`config.mk`:
```
export PLATFORM = sky130hd
export DESIGN_NAME = memlcd_capture
export DESIGN_NICKNAME = d
export VERILOG_FILES = /design/src/rtl/memlcd_pkg.sv /design/src/rtl/memlcd_edge_sync.sv /design/src/rtl/memlcd_capture.sv
export SDC_FILE = /design/constraint.sdc
export NUM_CORES = 1
export LEC_CHECK = 0
export CAP_MARGIN = 0
export CELL_PAD_IN_SITES_DETAIL_PLACEMENT = 0
export CELL_PAD_IN_SITES_GLOBAL_PLACEMENT = 1
export CORE_ASPECT_RATIO = 1.25
export CORE_MARGIN = 3
export CORE_UTILIZATION = 49
export CTS_CLUSTER_SIZE = 40
export DETAILED_ROUTE_END_ITERATION = 8
export DONT_BUFFER_PORTS = 1
export GPL_TIMING_DRIVEN = 0
export PLACE_DENSITY = 0.82
export SYNTH_ARGS = -nofsm -noshare
export SYNTH_HDL_FRONTEND = slang
export SYNTH_SLANG_ARGS = --single-unit
```
`constraint.sdc`:
```
create_clock -name i_clk -period 2.23 [get_ports i_clk]
set_input_delay 0 -clock i_clk [delete_from_list [all_inputs] [get_ports i_clk]]
set_output_delay 0 -clock i_clk [all_outputs]
set_load 0.01 [all_outputs]
```
`src/rtl/memlcd_pkg.sv`:
```
// Shared memory-LCD panel geometry and capture-side state encoding.
// Used by both the panel driver and memlcd_capture so frame geometry always agrees.
package memlcd_pkg;

    localparam int LCD_DATA_WIDTH      = 6;
    localparam int LCD_WORDS_PER_LINE  = 120;
    localparam int LCD_LINES_PER_FRAME = 640;
    // BCK edges at the start of each line that carry no pixel data.
    localparam int LCD_DUMMY_EDGES     = 1;

    typedef enum logic [1:0] {
        IDLE     = 2'd0,
        WAIT_BSP = 2'd1,
        SKIP     = 2'd2,
        CAPTURE  = 2'd3
    } capture_state_t;

endpackage

```
`src/rtl/memlcd_edge_sync.sv`:
```
// Per-signal input stage: optional 2-flop synchronizer (MEMLCD_CAPTURE_SYNC_EN),
// then an edge-detect register and a previous-value register.
module memlcd_edge_sync (
    input  logic i_clk,
    input  logic i_reset,
    input  logic i_d,
    output logic o_level,
    output logic o_rise,
    output logic o_any_edge
);

    logic w_front;
    logic r_det;
    logic r_prev;

`ifdef MEMLCD_CAPTURE_SYNC_EN
    logic [1:0] r_sync;

    always_ff @(posedge i_clk or posedge i_reset) begin
        if (i_reset) r_sync <= '0;
        else         r_sync <= {r_sync[0], i_d};
    end

    assign w_front = r_sync[1];
`else
    logic r_in;

    always_ff @(posedge i_clk or posedge i_reset) begin
        if (i_reset) r_in <= 1'b0;
        else         r_in <= i_d;
    end

    assign w_front = r_in;
`endif

    always_ff @(posedge i_clk or posedge i_reset) begin
        if (i_reset) begin
            r_det  <= 1'b0;
            r_prev <= 1'b0;
        end else begin
            r_det  <= w_front;
            r_prev <= r_det;
        end
    end

    assign o_level    = r_det;
    assign o_rise     = r_det & ~r_prev;
    assign o_any_edge = r_det ^ r_prev;

endmodule

```
`src/rtl/memlcd_capture.sv`:
```
// Memory-LCD bus receiver: decodes GSP/BSP/BCK/RGB back into a word stream with
// line/word coordinates. MEMLCD_CAPTURE_SYNC_EN adds input synchronizers.
module memlcd_capture
    import memlcd_pkg::*;
#(
    parameter  int DATA_WIDTH      = LCD_DATA_WIDTH,
    parameter  int WORDS_PER_LINE  = LCD_WORDS_PER_LINE,
    parameter  int LINES_PER_FRAME = LCD_LINES_PER_FRAME,
    localparam int LINE_W          = $clog2(LINES_PER_FRAME),
    localparam int WORD_W          = $clog2(WORDS_PER_LINE)
) (
    input  logic                  i_clk,
    input  logic                  i_reset,
    input  logic                  i_gsp,
    input  logic                  i_bsp,
    input  logic                  i_bck,
    input  logic [DATA_WIDTH-1:0] i_rgb,
    input  logic                  i_wfull,
    input  logic                  i_err_clr,
    output logic                  o_winc,
    output logic [DATA_WIDTH-1:0] o_wdata,
    output logic [LINE_W-1:0]     o_line,
    output logic [WORD_W-1:0]     o_word,
    output logic                  o_sof,
    output logic                  o_eol,
    output logic                  o_frame_done,
    output logic                  o_err_ovf,
    output logic                  o_err_len,
    output capture_state_t        o_dbg_state
);

    localparam logic [LINE_W-1:0] LAST_LINE = LINE_W'(LINES_PER_FRAME - 1);
    localparam logic [WORD_W-1:0] LAST_WORD = WORD_W'(WORDS_PER_LINE - 1);

`ifdef MEMLCD_CAPTURE_SYNC_EN
    localparam int RGB_STAGES = 3;
`else
    localparam int RGB_STAGES = 2;
`endif

    logic w_gsp_level, w_gsp_rise, w_gsp_edge;
    logic w_bsp_level, w_bsp_rise, w_bsp_edge;
    logic w_bck_level, w_bck_rise, w_bck_edge;
    logic w_unused;

    memlcd_edge_sync u_sync_gsp (
        .i_clk(i_clk), .i_reset(i_reset), .i_d(i_gsp),
        .o_level(w_gsp_level), .o_rise(w_gsp_rise), .o_any_edge(w_gsp_edge)
    );

    memlcd_edge_sync u_sync_bsp (
        .i_clk(i_clk), .i_reset(i_reset), .i_d(i_bsp),
        .o_level(w_bsp_level), .o_rise(w_bsp_rise), .o_any_edge(w_bsp_edge)
    );

    memlcd_edge_sync u_sync_bck (
        .i_clk(i_clk), .i_reset(i_reset), .i_d(i_bck),
        .o_level(w_bck_level), .o_rise(w_bck_rise), .o_any_edge(w_bck_edge)
    );

    assign w_unused = ^{w_gsp_level, w_gsp_edge, w_bsp_level, w_bsp_edge, w_bck_level, w_bck_rise};

    // RGB delay matches the edge-detect depth so the last stage lines up with the BCK edge.
    logic [DATA_WIDTH-1:0] r_rgb_pipe [RGB_STAGES];
    logic [DATA_WIDTH-1:0] w_rgb;

    always_ff @(posedge i_clk or posedge i_reset) begin
        if (i_reset) begin
            for (int i = 0; i < RGB_STAGES; i++) r_rgb_pipe[i] <= '0;
        end else begin
            r_rgb_pipe[0] <= i_rgb;
            for (int i = 1; i < RGB_STAGES; i++) r_rgb_pipe[i] <= r_rgb_pipe[i-1];
        end
    end

    assign w_rgb = r_rgb_pipe[RGB_STAGES-1];

    capture_state_t    r_state;
    logic [LINE_W-1:0] r_line;
    logic [WORD_W-1:0] r_word;
    logic              r_done_pend;
    logic [LINE_W-1:0] w_line_next;

    assign w_line_next = (r_line == LAST_LINE) ? r_line : r_line + 1'b1;
    assign o_dbg_state = r_state;

    // Error sets are written after the clear so a same-cycle error keeps its flag.
    always_ff @(posedge i_clk or posedge i_reset) begin
        if (i_reset) begin
            r_state      <= IDLE;
            r_line       <= '0;
            r_word       <= '0;
            r_done_pend  <= 1'b0;
            o_winc       <= 1'b0;
            o_wdata      <= '0;
            o_line       <= '0;
            o_word       <= '0;
            o_sof        <= 1'b0;
            o_eol        <= 1'b0;
            o_frame_done <= 1'b0;
            o_err_ovf    <= 1'b0;
            o_err_len    <= 1'b0;
        end else begin
            o_winc       <= 1'b0;
            o_sof        <= 1'b0;
            o_eol        <= 1'b0;
            o_frame_done <= r_done_pend;
            r_done_pend  <= 1'b0;
            if (i_err_clr) begin
                o_err_ovf <= 1'b0;
                o_err_len <= 1'b0;
            end

            if (w_gsp_rise) begin
                if (!((r_state == IDLE) || (r_state == WAIT_BSP && r_line == '0)))
                    o_err_len <= 1'b1;
                r_line  <= '0;
                r_state <= w_bsp_rise ? SKIP : WAIT_BSP;
            end else begin
                case (r_state)
                    IDLE: begin
                    end
                    WAIT_BSP: begin
                        if (w_bsp_rise) r_state <= SKIP;
                    end
                    SKIP, CAPTURE: begin
                        if (w_bsp_rise) begin
                            o_err_len <= 1'b1;
                            r_line    <= w_line_next;
                            r_state   <= SKIP;
                        end else if (w_bck_edge) begin
                            if (r_state == SKIP) begin
                                r_word  <= '0;
                                r_state <= CAPTURE;
                            end else begin
                                o_wdata <= w_rgb;
                                o_line  <= r_line;
                                o_word  <= r_word;
                                o_sof   <= !i_wfull && (r_line == '0) && (r_word == '0);
                                o_eol   <= !i_wfull && (r_word == LAST_WORD);
                                if (i_wfull) o_err_ovf <= 1'b1;
                                else         o_winc    <= 1'b1;
                                if (r_word == LAST_WORD) begin
                                    r_line <= w_line_next;
                                    if (r_line == LAST_LINE) begin
                                        r_done_pend <= 1'b1;
                                        r_state     <= IDLE;
                                    end else begin
                                        r_state <= WAIT_BSP;
                                    end
                                end else begin
                                    r_word <= r_word + 1'b1;
                                end
                            end
                        end
                    end
                    default: r_state <= IDLE;
                endcase
            end
        end
    end

endmodule
```
Word level (Yosys, flattened, before mapping) --
Index checks and enable logic that the tools add are counted.
Word-level totals: RAM bits 0, input bits 13, register bits 70, memory bits (read-only) 0, bits in latches 0, memories 0
Operators by class: shift-type cells 0, reductions and logical operators 18, magnitude comparators 0, multiply operators 0, equality and inequality tests 10, divide/modulo/power cells 0, $add $sub $neg 2, bitwise operators 8, muxes and demuxes 53
Operators by type and width (number):
- 10-bit 2-to-1 mux | 7
- 1-bit 2-to-1 mux | 36
- 2-bit 2-to-1 mux | 7
- 7-bit 2-to-1 mux | 2
- 10-bit by 1-bit adder with 10-bit output (second input constant) | 1
- 10-bit == test (second input constant) | 1
- 10-bit zero test | 1
- 5-bit AND reduction | 2
- 3-bit nonzero test | 3
- 4-bit AND reduction | 2
- 7-bit by 1-bit adder with 7-bit output (second input constant) | 1
- 7-bit == test (second input constant) | 1
- 7-bit zero test | 1
- 3-bit by 2-bit != test with 1-bit output (second input constant) | 2
- 5-bit by 4-bit != test with 1-bit output (second input constant) | 1
- 1-bit inverter | 5
- 2-bit == test (second input constant) | 2
- 1-bit logical AND | 4
- 4-bit by 2-bit != test with 1-bit output (second input constant) | 1
- 2-bit one-hot mux with 2 select lines | 1
- 1-bit bitwise AND | 2
- 2-bit by 1-bit == test with 1-bit output (second input constant) | 1
- 2-bit zero test | 1
- 2-bit != test (second input constant) | 1
- 5 further kinds | 5

Depth between registers and ports, before layout --
Gate-level depths: netlist of the first run.
depth after elaboration 8, gate-level depth with buffers 8, gate-level depth less buffers 6

Cells and area by module --
A second synthesis of the first run with hierarchy kept.
Unflattened totals: cell total of the unflattened synthesis 247, area total of the unflattened synthesis 2986.6 µm²
Modules (own cells, without submodules):
- memlcd_capture | instances 1, area an instance 2690.1 µm², cells an instance 226
- memlcd_edge_sync | instances 3, area an instance 98.8 µm², cells an instance 7

Least setup slack after synthesis of the first run --
OpenSTA, ideal clock, no wires.
path kind reg-to-reg, from reg r_word[0], to reg r_line[0], data arrival time 1.742 ns, clock period less this slack 1.875 ns, path buffers 2, stages on the path, launching flop included 9, required time 2.097 ns, library setup time 0.133 ns, setup slack 0.355 ns, cells stage by stage dfrtp_1 > ha_1 > nand2_1 > nor4_4 > a32oi_2 > buf_6 > clkbuf_1 > o211ai_1 > o31ai_1
On the way: word-level cells in the longest chain between the ends 3
RTL lines:
- start: declaration | RTL line memlcd_capture.sv:80 | logic [WORD_W-1:0] r_word;
- start signal: assignment | RTL line memlcd_capture.sv:152 | r_word <= r_word + 1'b1;
- 7-bit == test | RTL line memlcd_capture.sv:143 | if (r_word == LAST_WORD) begin
- 3-bit nonzero test (no line)
- 4-bit AND reduction (no line)
- end signal: assignment | RTL line memlcd_capture.sv:129 | r_line <= w_line_next;
- end signal: assignment | RTL line memlcd_capture.sv:144 | r_line <= w_line_next;
- end: declaration | RTL line memlcd_capture.sv:79 | logic [LINE_W-1:0] r_line;
No other way between the ends. A chain may end at the register's enable or synchronous reset.

Worst setup path after layout of the first run --
from reg r_state[1] (netlist: o_dbg_state[1]), to reg o_wdata[1]
On the way: word-level cells in the longest chain between the ends 3, elaborated cells on any way between the ends 5, those cells by class 2 x eq/ne; 1 x bitwise; 2 x reduce/logical
RTL lines:
- start: declaration | RTL line memlcd_capture.sv:78 | capture_state_t r_state;
- start signal: assignment | RTL line memlcd_capture.sv:118 | r_state <= w_bsp_rise ? SKIP : WAIT_BSP;
- 2-bit == test (on tied branches) | RTL line memlcd_capture.sv:120, memlcd_capture.sv:132
- 2-bit OR reduction or 1-bit inverter (tied branches)
- 5-bit AND reduction (no line) (*)
- end signal: assignment | RTL line memlcd_capture.sv:136 | o_wdata <= w_rgb;
- end: declaration | RTL line memlcd_capture.sv:21 | output logic [DATA_WIDTH-1:0] o_wdata,
Mark *: on every way between the ends. The rest lies on a longest branch, timed or not.

==> metrics.md, run 1 <==
| Metric | Value |
|---|---|
| Status | `finished, final reports clean` |
| Top_reg_cell synth | `dfrtp_1` |
| CTS resizes | `0` |
| Fin crit share | `0.8802` |
| Overall routing resource usage | `0.1766` |
| Fin. max-slew vios | `0` |
| Combinational power share | `0.117` |
| Root Driver | `clkbuf_8` |
| Pint | `approximately 2.0 mW` |
| Top cells by area, synth | `dfrtp_1 63%, mux2_2 7.2%, o21ai_0 3.8%` |
| Bufs on Longest Clock Path | `2` |
| DP Worst Slack | `0.01703 ns` |
| Setup-failing EPs final | `0` |
| Worst R2R Setup Slack | `0.27 ns` |
| Final ANT Viol Nets | `0` |
| H-Tree Depth | `3` |
| First-pass GRT wire length | `8914 um` |
| Slew HR | `0.4442` |
| DIE AREA | `6658 sq um` |
| Mean Syn Cell Area | `approximately 12 sq um` |
| Setup crit end | `o_wdata[1]` |
| Final HPWL DP | `3396 um` |
| Crit path launch | `o_dbg_state[1]` |
| Sequential area share after synthesis | `0.6261` |
| Final WS setup | `0.2673 ns` |
| Worst-case reg-to-reg path depth | `5` |
| Number of remaining DRC errors | `0` |
| Chip Height | `90.48 um` |
| Num CTS Buffers | `9` |
| I/O pin total | `44` |
| Setup tns final | `0 ns` |
| Number of synthesized flops with an enable pin | `0` |
| Starting DRT DRC Count | `105` |
| Fraction of layout cells with a size suffix above 1 | `0.1648` |
| Final Skew | `between 0.006 and 0.007 ns` |
| Final core area utilization | `0.5781` |
| Clock Latency Late Sink | `approximately 0.34 ns` |
| RR Endpoint | `o_wdata[1]` |
| Crit Path Category | `flop to flop` |
| Synth Warn # | `0` |
| Via density | `~5.7` |
| Syn nets | `~250` |
| Clock power frac | `0.314` |
| CORE AREA | `5480 sq um` |
| # rows | `30` |
| Commonest cells in the netlist | `70 x dfrtp_1, 21 x o21ai_0, 18 x mux2_2, 15 x nand2_1, 14 x a21oi_1` |
| Starting Density | `0.5105` |
| Initial antenna violation count | `0` |
| Vias in the first global route | `between 1500 and 2000` |
| CP Data Arrival Time | `approximately 2.2 ns` |
| WL/cell | `around 16 um` |
| Hold Crit Class | `primary input to flop` |
| Gate Count Post-Synth | `~230` |
| Leakage | `approximately 1.4 nW` |
| Crit start category | `flop` |
| Clock sink count | `70` |
| Worst Max-Slew Pin Slew | `around 0.83 ns` |
| DR vias | `approximately 1800` |
| Net Sw Frac | `0.2903` |
| PD cells | `~870 nW/um^2` |
| Area leader, netlist | `dfrtp_1` |
| WHS | `a little over 0.2 ns` |
| Cell Chain, Critical Path | `clkbuf_1 > and2_1 > nand3_2 > buf_2 > mux2_2` |
| Yosys top cell area share | `0.6261` |
| Reg2reg start | `o_dbg_state[1]` |
| CTS tree | `yes` |
| Port-buffer cells | `0` |
| Max incr delay on CP | `approximately 0.40 ns` |
| Yosys cell types | `34` |
| Die X | `73.59 um` |
| GR Overflow Total | `0` |
| Min-delay src | `i_gsp` |
| Final min period | `1.963 ns` |
| Final hold violation count | `0` |
| Clock transition at path regs | `0.07 ns` |
| Total net switching power | `approximately 0.80 mW` |
| DP Cell Count | `298` |
| Pre-antenna DRT Iters | `4` |
| Worst-path fanout max | `10` |
| Crit. End Element | `flop` |
| Fmax | `about 510 MHz` |
| Post-Syn Area | `between 2000 and 3000 sq um` |
| Most common cell in the netlist | `dfrtp_1` |
| Slowest cell on the critical path | `dfrtp_1` |
| Final Non-Filler Cells | `325` |
| Unrepaired setup endpoints after global routing | `no` |
| Data required, critical path | `2.46 ns` |
| Maximum vdd drop | `slightly below 500 uV` |
| Number of max-cap violations | `0` |
| Synth async-reset ratio | `1.000` |
| Seq cells post-synth | `70` |
| Largest net degree at the start of global routing | `between 70 and 80` |
| Drt total wl | `5185 um` |
| Flop pwr share | `0.568` |
| Gpl congestion | `about 0.76` |
| Diodes inserted | `0` |
| Area grow syn2layout | `13.24%` |
| Nets | `between 200 and 300` |
==> timing repair <==
item,CTS,global route
pin swaps,1,0
setup endpoints to repair,4,2
setup buffers,1,0
hold endpoints to repair,84,0
hold buffers,12,0
==> power by group through the flow <==
| stage | registers (mW) | clock network, mW | logic [mW] |
|---|---|---|---|
| floorplan | 1.57 | 0 | 0.251 |
| global placement | 1.60 | 0 | 0.305 |
| detailed placement | 1.60 | 0 | 0.312 |
| CTS | 1.58 | 0.903 | 0.331 |
| global route | 1.59 | 0.953 | 0.373 |
| finish | 1.57 | 0.870 | 0.324 |
==> layer usage <==
layer  vias to the layer above  GRT usage  wire length, um
li1                        877          -                -
met1                       920     0.2170             2273
met2                        41     0.2685             2540
met3                         7    0.06904              277
met4                         0    0.08308               93
met5                         -          0                0
==> area by class of cell <==
type	count	area (sq um)
multi-input cells	143	948.4
inverters	10	40.04
clock inverters	5	36.28
repair buffers	13	127.6
well taps	64	80.08
clock buffers	10	127.6
plain buffers	10	56.30
fillers	464	2312
flip-flops and latches	70	1752
==> cell families after synthesis <==
kind of cell,after synthesis,synth area share
flops,70,0.6261
simple gates,69,0.1391
xor+xnor,1,0.003131
mux,18,0.07245
fa+ha+maj,4,0.01789
buf+inv,21,0.03488
compound gates,51,0.1064
==> how the worst min path moves through the flow <==
stage                           end  slack [ns]  cells past startpoint
floorplan            r_rgb_pipe[10]        0.03                      0
global placement    u_sync_bck.r_in        0.03                      0
detailed placement    r_rgb_pipe[7]        0.03                      0
CTS                  r_rgb_pipe[11]        0.18                      1
global route         r_rgb_pipe[11]        0.18                      1
finish              u_sync_gsp.r_in        0.21                      1
==> registers in the layout, summed over array words and instances, names as in the netlist, 2 cells and up <==
name and flops:
o_word 7, o_dbg_state 2, r_rgb_pipe 6, o_wdata 6
w_rgb 6, r_line 10, r_word 7, o_line 10
==> critical path: cells and delay by family, from the launching register on <==
kind | cells | cell delay, ns
buf+inv | 2 | 0.61
simple gates | 2 | 0.54
flops | 1 | 0.40
mux | 1 | 0.29
==> layout by cell type, fill, tap and decap left out, types with 2 or more instances in the layout <==
cell type,instances
inv_1,9
clkbuf_1,6
o31ai_1,4
and3_1,3
o211ai_1,2
buf_2,3
nand2b_1,2
a31oi_1,3
a21oi_1,14
o21ai_0,21
o22ai_1,3
dfrtp_1,70
or3_1,8
nand4_1,6
mux2_2,18
nand3_1,9
nor3_1,5
clkbuf_8,9
nand2_1,15
nor4b_1,2
and2_1,4
clkinvlp_4,3
nor2_1,7
dlygate4sd3_1,12
nor2b_1,3
buf_6,2
ha_1,4
==> metrics by stage <==
| stage | total power [mW] | area, sq um |
|---|---|---|
| 2_1_floorplan | 1.818 | 2798 |
| 3_3_place_gp | 1.903 | 2878 |
| 3_5_place_dp | 1.914 | 2880 |
| 4_1_cts | 2.810 | 3172 |
| 5_1_grt | 2.919 | 3168 |
| 6_report | 2.767 | 3168 |
Note: power is estimated with default switching activity, not from simulation.
==> run 2, diff against run 1 <==
--- a/config.mk
+++ b/config.mk
@@ -6,11 +6,11 @@
 export NUM_CORES = 1
 export LEC_CHECK = 0
 export CAP_MARGIN = 0
-export CELL_PAD_IN_SITES_DETAIL_PLACEMENT = 0
-export CELL_PAD_IN_SITES_GLOBAL_PLACEMENT = 1
-export CORE_ASPECT_RATIO = 1.25
+export CELL_PAD_IN_SITES_DETAIL_PLACEMENT = 1
+export CELL_PAD_IN_SITES_GLOBAL_PLACEMENT = 2
+export CORE_ASPECT_RATIO = 0.7
 export CORE_MARGIN = 3
-export CORE_UTILIZATION = 49
+export CORE_UTILIZATION = 41
 export CTS_CLUSTER_SIZE = 40
 export DETAILED_ROUTE_END_ITERATION = 8
 export DONT_BUFFER_PORTS = 1
==> run 2 against run 1 <==
  * Sequential share of layout area decreased by 1.0 points
  * Via count is 3.6% higher
  * Clock power up 10%
  * Global-route usage shrank 0.086 points
  * Sequential cell count did not move
  * Utilization down 7.6 points
  * Critical path depth stayed put
  * Critical path type unchanged
  * Largest cell class unchanged
  * Largest power group unchanged
  * Highest routed layer unchanged
==> metrics.md, run 2 (synthesis results as in run 1) <==
| Metric | Value |
|---|---|
| Status | `finished, final reports clean` |
| Routed length on met3 | `429 um (+55%)` |
| Root Driver | `clkbuf_8` |
| CTS tree | `yes` |
| Setup-failing EPs final | `0 (unchanged)` |
| Hold Crit Class | `primary input to flop` |
| Commonest non-fill, non-tap cell in the layout | `dfrtp_1` |
| Overall routing resource usage | `0.1758 (-0.0008582)` |
| Regs by FF count | `o_line (10), r_line (10)` |
| Slowest cell on the critical path | `dfrtp_1` |
| Initial antenna violation count | `0 (unchanged)` |
| Slew HR | `0.4328 (-0.01140)` |
| Min-delay src | `i_rgb[1]` |
| Crit start category | `flop` |
| GR Overflow Total | `0 (unchanged)` |
| Area grow syn2layout | `15.43%` |
| Combinational power share | `0.120 (+0.003)` |
| Placed inst area | `2914 sq um (+1.2%)` |
| Crit. End Element | `flop` |
| Fin. max-slew vios | `0 (unchanged)` |
| Top layer in use | `met4` |
| I/O pin total | `44 (unchanged)` |
| Maximum vdd drop | `441.6 uV (-8.6%)` |
| Worst R2R Setup Slack | `0.16 ns (-0.11 ns)` |
| Cell area after layout | `3229 sq um (+1.9%)` |
| DIE AREA | `7866 sq um (+18%)` |
| Starting Density | `0.4354 (-0.07514)` |
| Crit path max-delay family | `buffers and inverters` |
| Data required, critical path | `2.46 ns (about the same)` |
| Final HPWL DP | `4272 um (+26%)` |
| Fraction of layout cells with a size suffix above 1 | `0.1787 (+0.01396)` |
| First-pass GRT wire length | `10570 um (+19%)` |
| Worst Max-Slew Pin Slew | `0.8508 ns (+0.01710 ns)` |
| Leakage | `1.422 nW (+1.2%)` |
| Crit Path Category | `flop to flop` |
| Final hold violation count | `0 (unchanged)` |
| Cell Chain, Critical Path | `clkbuf_1 > and2_1 > nand3_2 > buf_2 > mux2_2` |
| Final ANT Viol Nets | `0 (unchanged)` |
| Final WS setup | `0.1559 ns (-0.1114 ns)` |
| Most frequent cells in the layout | `69 x dfrtp_1, 20 x o21ai_0, 18 x mux2_2, 15 x nand2_1, 14 x a21oi_1` |
| Nets | `275 (+0.36%)` |
| Number of remaining DRC errors | `0 (unchanged)` |
| # rows | `24 (-20%)` |
| Fmax | `482.1 MHz (-5.4%)` |
| Via density | `5.398 (-4.9%)` |
| Pre-antenna DRT Iters | `4 (unchanged)` |
| Number of max-cap violations | `0 (unchanged)` |
| Unrepaired setup endpoints after global routing | `no` |
| Final min period | `2.074 ns (+0.1114 ns)` |
| Diodes inserted | `0 (unchanged)` |
| Num CTS Buffers | `9 (unchanged)` |
| Flop pwr share | `0.548 (-0.020)` |
| Largest net degree at the start of global routing | `71 (unchanged)` |
| Port-buffer cells | `0 (unchanged)` |
| PD cells | `894.5 nW/um^2 (+2.4%)` |
| FILL cells | `687 (+48%)` |
| Pint | `1.996 mW (+1.6%)` |
| Drt total wl | `6237 um (+20%)` |
| Vias in the first global route | `2000 (+9.4%)` |
| H-Tree Depth | `3 (unchanged)` |
| Routed wl met2 | `2747 um (+8.1%)` |
| Net Sw Frac | `0.3089 (+0.01859)` |
| Total net switching power | `0.8922 mW (+11%)` |
| Fin crit share | `0.9301 (+0.04995)` |
| Crit path buf inv count | `2 (unchanged)` |
| DP Worst Slack | `-0.1182 ns (-0.1352 ns)` |
| Reg2reg start | `o_dbg_state[1]` |
| Bufs on Longest Clock Path | `2 (unchanged)` |
| Starting DRT DRC Count | `74 (-30%)` |
| Total power | `2.889 mW (+4.4%)` |
| Final core area utilization | `0.5025 (-0.07555)` |
| CORE AREA | `6426 sq um (+17%)` |
| Max incr delay on CP | `0.43 ns (+0.03 ns)` |
| Clock sink count | `70 (unchanged)` |
| M1 wire length | `3017 um (+33%)` |
| Gpl congestion | `0.8263 (+8.8%)` |
| Clock transition at path regs | `0.09 ns (+0.02 ns)` |
| Worst-path fanout max | `10 (unchanged)` |
| Final Skew | `0.01446 ns (+0.008207 ns)` |
| CP Data Arrival Time | `2.30 ns (+0.11 ns)` |
| WL/cell | `17.62 um (+10%)` |
| Chip Height | `75.11 um (-17%)` |
| Die X | `104.7 um (+42%)` |
| DR vias | `1911 (+3.6%)` |
| Crit path launch | `o_dbg_state[1]` |
| Clock Latency Late Sink | `0.34 ns (about the same)` |
| Clock power frac | `0.333 (+0.019)` |
-- run 2: power by group through the flow --
stage | clock network, mW | registers (mW) | logic (mW)
finish | 0.961 | 1.58 | 0.345
global route | 1.07 | 1.61 | 0.396
CTS | 1.00 | 1.58 | 0.351
detailed placement | 0 | 1.61 | 0.332
global placement | 0 | 1.60 | 0.312
floorplan | 0 | 1.57 | 0.251
-- run 2: worst paths after layout --
kind / endpoint / cells past startpoint
max: o_wdata[1] / 5
min: r_rgb_pipe[7] / 1
max reg2reg: o_wdata[1] / 5
min reg2reg: w_rgb[5] / 0
max in group asynchronous: r_word[0] / 2
min in group asynchronous: o_line[6] / 2
-- run 2: per-layer routing --
| layer | up-vias | track usage |
|---|---|---|
| met5 | - | 0 |
| li1 | 888 | - |
| met3 | 5 | 0.07541 |
| met1 | 968 | 0.2340 |
| met2 | 50 | 0.2644 |
| met4 | 0 | 0.05386 |
-- run 2: repair_timing --
item                       CTS  global route
setup endpoints to repair    9             8
pin swaps                    1             0
hold buffers                12             0
setup buffers                1             0
hold endpoints to repair    84             0
resized for setup            0             4
-- run 2: area by class of cell --
class,count,area (sq um),area share
multi-input cells,143,948.4,0.2937
clock inverters,7,61.31,0.01898
plain buffers,11,61.31,0.01898
inverters,10,40.04,0.01240
flip-flops and latches,70,1753,0.5428
well taps,91,113.9,0.03526
repair buffers,13,127.6,0.03952
clock buffers,9,123.9,0.03836
-- run 2: per-stage QoR --
step | hold WS, ns | std cells | setup TNS [ns]
floorplan | 0.03143 | 234 | 0
global placement | 0.03148 | 325 | -18.71
detailed placement | 0.03147 | 325 | -0.7078
CTS | 0.1908 | 354 | 0
global route | 0.1858 | 354 | 0
finish | 0.2083 | 354 | 0
==> run 3, diff against run 2 <==
--- a/config.mk
+++ b/config.mk
@@ -11,6 +11,7 @@
 export CORE_ASPECT_RATIO = 0.7
 export CORE_MARGIN = 3
 export CORE_UTILIZATION = 41
+export CTS_BUF_LIST = sky130_fd_sc_hd__clkbuf_16
 export CTS_CLUSTER_SIZE = 40
 export DETAILED_ROUTE_END_ITERATION = 8
 export DONT_BUFFER_PORTS = 1
==> run 3 against run 2 <==
  * Combinational power about the same
  * Via count increased by 0.47%
  * Sequential share of layout area decreased by 1.7 points
  * Register-to-register slack about the same
  * Worst setup slack improved by 0.0072 ns
  * Utilization increased by 1.6 points
  * Total power increased by 15%
  * Clock-buffer cell count unchanged
  * Clock power increased by 44%
  * Cell area increased by 3.1%
  * Die area unchanged
==> metrics.md, run 3 (synthesis results as in run 1) <==
| Metric | Value |
|---|---|
| Clock transition at path regs | `0.06 ns (-0.03 ns)` |
| Status | `finished, final reports clean` |
| Placed inst area | `2914 sq um (unchanged)` |
| Final Non-Filler Cells | `354 (unchanged)` |
| Fin. max-slew vios | `0 (unchanged)` |
| Crit. End Element | `flop` |
| Final hold violation count | `0 (unchanged)` |
| Cell area after layout | `3331 sq um (+3.1%)` |
| Total net switching power | `0.9621 mW (+7.8%)` |
| Starting Density | `0.4354 (unchanged)` |
| H-Tree Depth | `3 (unchanged)` |
| Max incr delay on CP | `0.42 ns (about the same)` |
| Data required, critical path | `2.45 ns (about the same)` |
| # rows | `24 (unchanged)` |
| Maximum vdd drop | `427.5 uV (-3.2%)` |
| DR vias | `1920 (+0.47%)` |
| Bufs on Longest Clock Path | `2 (unchanged)` |
| Met1 GRT Util | `0.2368 (+0.002753)` |
| Final Skew | `0.008269 ns (-0.006191 ns)` |
| DP Cell Count | `325 (unchanged)` |
| Flop pwr share | `0.479 (-0.069)` |
| Pre-antenna DRT Iters | `4 (unchanged)` |
| Fraction of layout cells with a size suffix above 1 | `0.1787 (unchanged)` |
| Worst Max-Slew Pin Slew | `0.8639 ns (+0.01311 ns)` |
| I/O pin total | `44 (unchanged)` |
| Chip Height | `75.11 um (unchanged)` |
| Port-buffer cells | `0 (unchanged)` |
| DP Worst Slack | `-0.1182 ns (unchanged)` |
| Vias in the first global route | `2000 (unchanged)` |
| Hold Crit Class | `primary input to flop` |
| Overall routing resource usage | `0.1842 (+0.008389)` |
| Drt total wl | `6503 um (+4.3%)` |
| Gpl congestion | `0.8263 (unchanged)` |
| Net Sw Frac | `0.2908 (-0.01812)` |
| Final HPWL DP | `4272 um (unchanged)` |
| Number of max-cap violations | `0 (unchanged)` |
| Total power | `3.309 mW (+15%)` |
| Worst-path fanout max | `10 (unchanged)` |
| First-pass GRT wire length | `10900 um (+3.1%)` |
| Slowest cell on the critical path | `dfrtp_1` |
| Number of remaining DRC errors | `0 (unchanged)` |
| Unrepaired setup endpoints after global routing | `no` |
| Combinational power share | `0.104 (-0.016)` |
| CORE AREA | `6426 sq um (unchanged)` |
| Final ANT Viol Nets | `0 (unchanged)` |
| DIE AREA | `7866 sq um (unchanged)` |
| Starting DRT DRC Count | `74 (unchanged)` |
| Slew HR | `0.4241 (-0.008737)` |
| WHS | `0.2134 ns (+0.005133 ns)` |
| Die X | `104.7 um (unchanged)` |
| GR Overflow Total | `0 (unchanged)` |
| Num CTS Buffers | `9 (unchanged)` |
| Fin crit share | `0.9269 (-0.003222)` |
| Most frequent cells in the layout | `69 x dfrtp_1, 19 x o21ai_0, 18 x mux2_2, 15 x nand2_1, 14 x a21oi_1` |
| Clock power frac | `0.417 (+0.084)` |
| Crit path max-delay family | `buffers and inverters` |
| PD cells | `993.5 nW/um^2 (+11%)` |
| Crit Path Category | `flop to flop` |
| CTS tree | `yes` |
| WL/cell | `18.37 um (+4.3%)` |
| Clock sink count | `70 (unchanged)` |
| Leakage | `1.468 nW (+3.2%)` |
| Commonest non-fill, non-tap cell in the layout | `dfrtp_1` |
| Final WS setup | `0.1631 ns (+0.007186 ns)` |
| Area grow syn2layout | `19.05%` |
| Clock Latency Late Sink | `0.34 ns (about the same)` |
| Crit start category | `flop` |
| Root Driver | `clkbuf_16` |
| Cell Chain, Critical Path | `clkbuf_1 > and2_1 > nand3_2 > buf_2 > mux2_2` |
| Final min period | `2.067 ns (-0.007186 ns)` |
| Nets | `275 (unchanged)` |
| Fmax | `483.8 MHz (+0.35%)` |
| Initial antenna violation count | `0 (unchanged)` |
| GR Util met3 | `0.09083 (+0.01542)` |
| CP Data Arrival Time | `2.29 ns (about the same)` |
| GR peak layer | `met2` |
| Via density | `5.424 (+0.47%)` |
| Setup-failing EPs final | `0 (unchanged)` |
| Crit path buf inv count | `2 (unchanged)` |
| Pint | `2.347 mW (+18%)` |
| Diodes inserted | `0 (unchanged)` |
| Largest net degree at the start of global routing | `71 (unchanged)` |
| Regs by FF count | `o_line (10), r_line (10)` |
| Met2 usage | `0.2729 (+0.008529)` |
## run 3: cell count changes in the layout (fill, tap and decap cells not counted)
cell / previous run / this run
clkbuf_16: 0 / 9
o21ai_0: 20 / 19
clkbuf_8: 9 / 0
o21ai_1: 1 / 2
## run 3: area by class of cell
cell class	instances	area, sq um
fillers	675	3095
flip-flops and latches	70	1753
multi-input cells	143	948.4
clock buffers	9	225.2
repair buffers	13	127.6
well taps	91	113.9
clock inverters	7	61.31
plain buffers	11	61.31
inverters	10	40.04
## run 3: worst paths after layout
kind | startpoint | to | slack (ns) | cells after the start
max | o_dbg_state[1] | o_wdata[1] | 0.16 | 5
min | i_rgb[1] | r_rgb_pipe[7] | 0.21 | 1
max reg2reg | o_dbg_state[1] | o_wdata[1] | 0.16 | 5
min reg2reg | u_sync_bsp.r_in | u_sync_bsp.o_level | 0.35 | 0
max in group asynchronous | i_reset | r_word[0] | 1.28 | 2
min in group asynchronous | i_reset | o_line[8] | 0.33 | 2
## run 3: per-stage QoR
stage	utilization	TNS, ns
finish	0.5183	0
global placement	0.4531	-18.71
CTS	0.5179	0
detailed placement	0.4535	-0.7078
floorplan	-	0
global route	0.5183	0
## run 3: power groups by stage
stage,clock network [mW],registers [mW],logic (mW)
finish,1.38,1.59,0.344
global route,1.48,1.61,0.396
CTS,1.41,1.59,0.351
detailed placement,0,1.61,0.332
global placement,0,1.60,0.312
floorplan,0,1.57,0.251
## run 3: metal layers
layer | up-vias | routed length [um]
li1 | 888 | -
met1 | 979 | 3152
met2 | 45 | 2791
met3 | 8 | 473
met4 | 0 | 85
met5 | - | 0
## run 3: repair_timing
item	in CTS	in global routing
endpoints found under the setup margin	9	8
buffers inserted	1	0
hold buffers	12	0
endpoints found under the hold margin	84	0
pin swaps	1	0
resized for setup	0	5
gates cloned	0	0
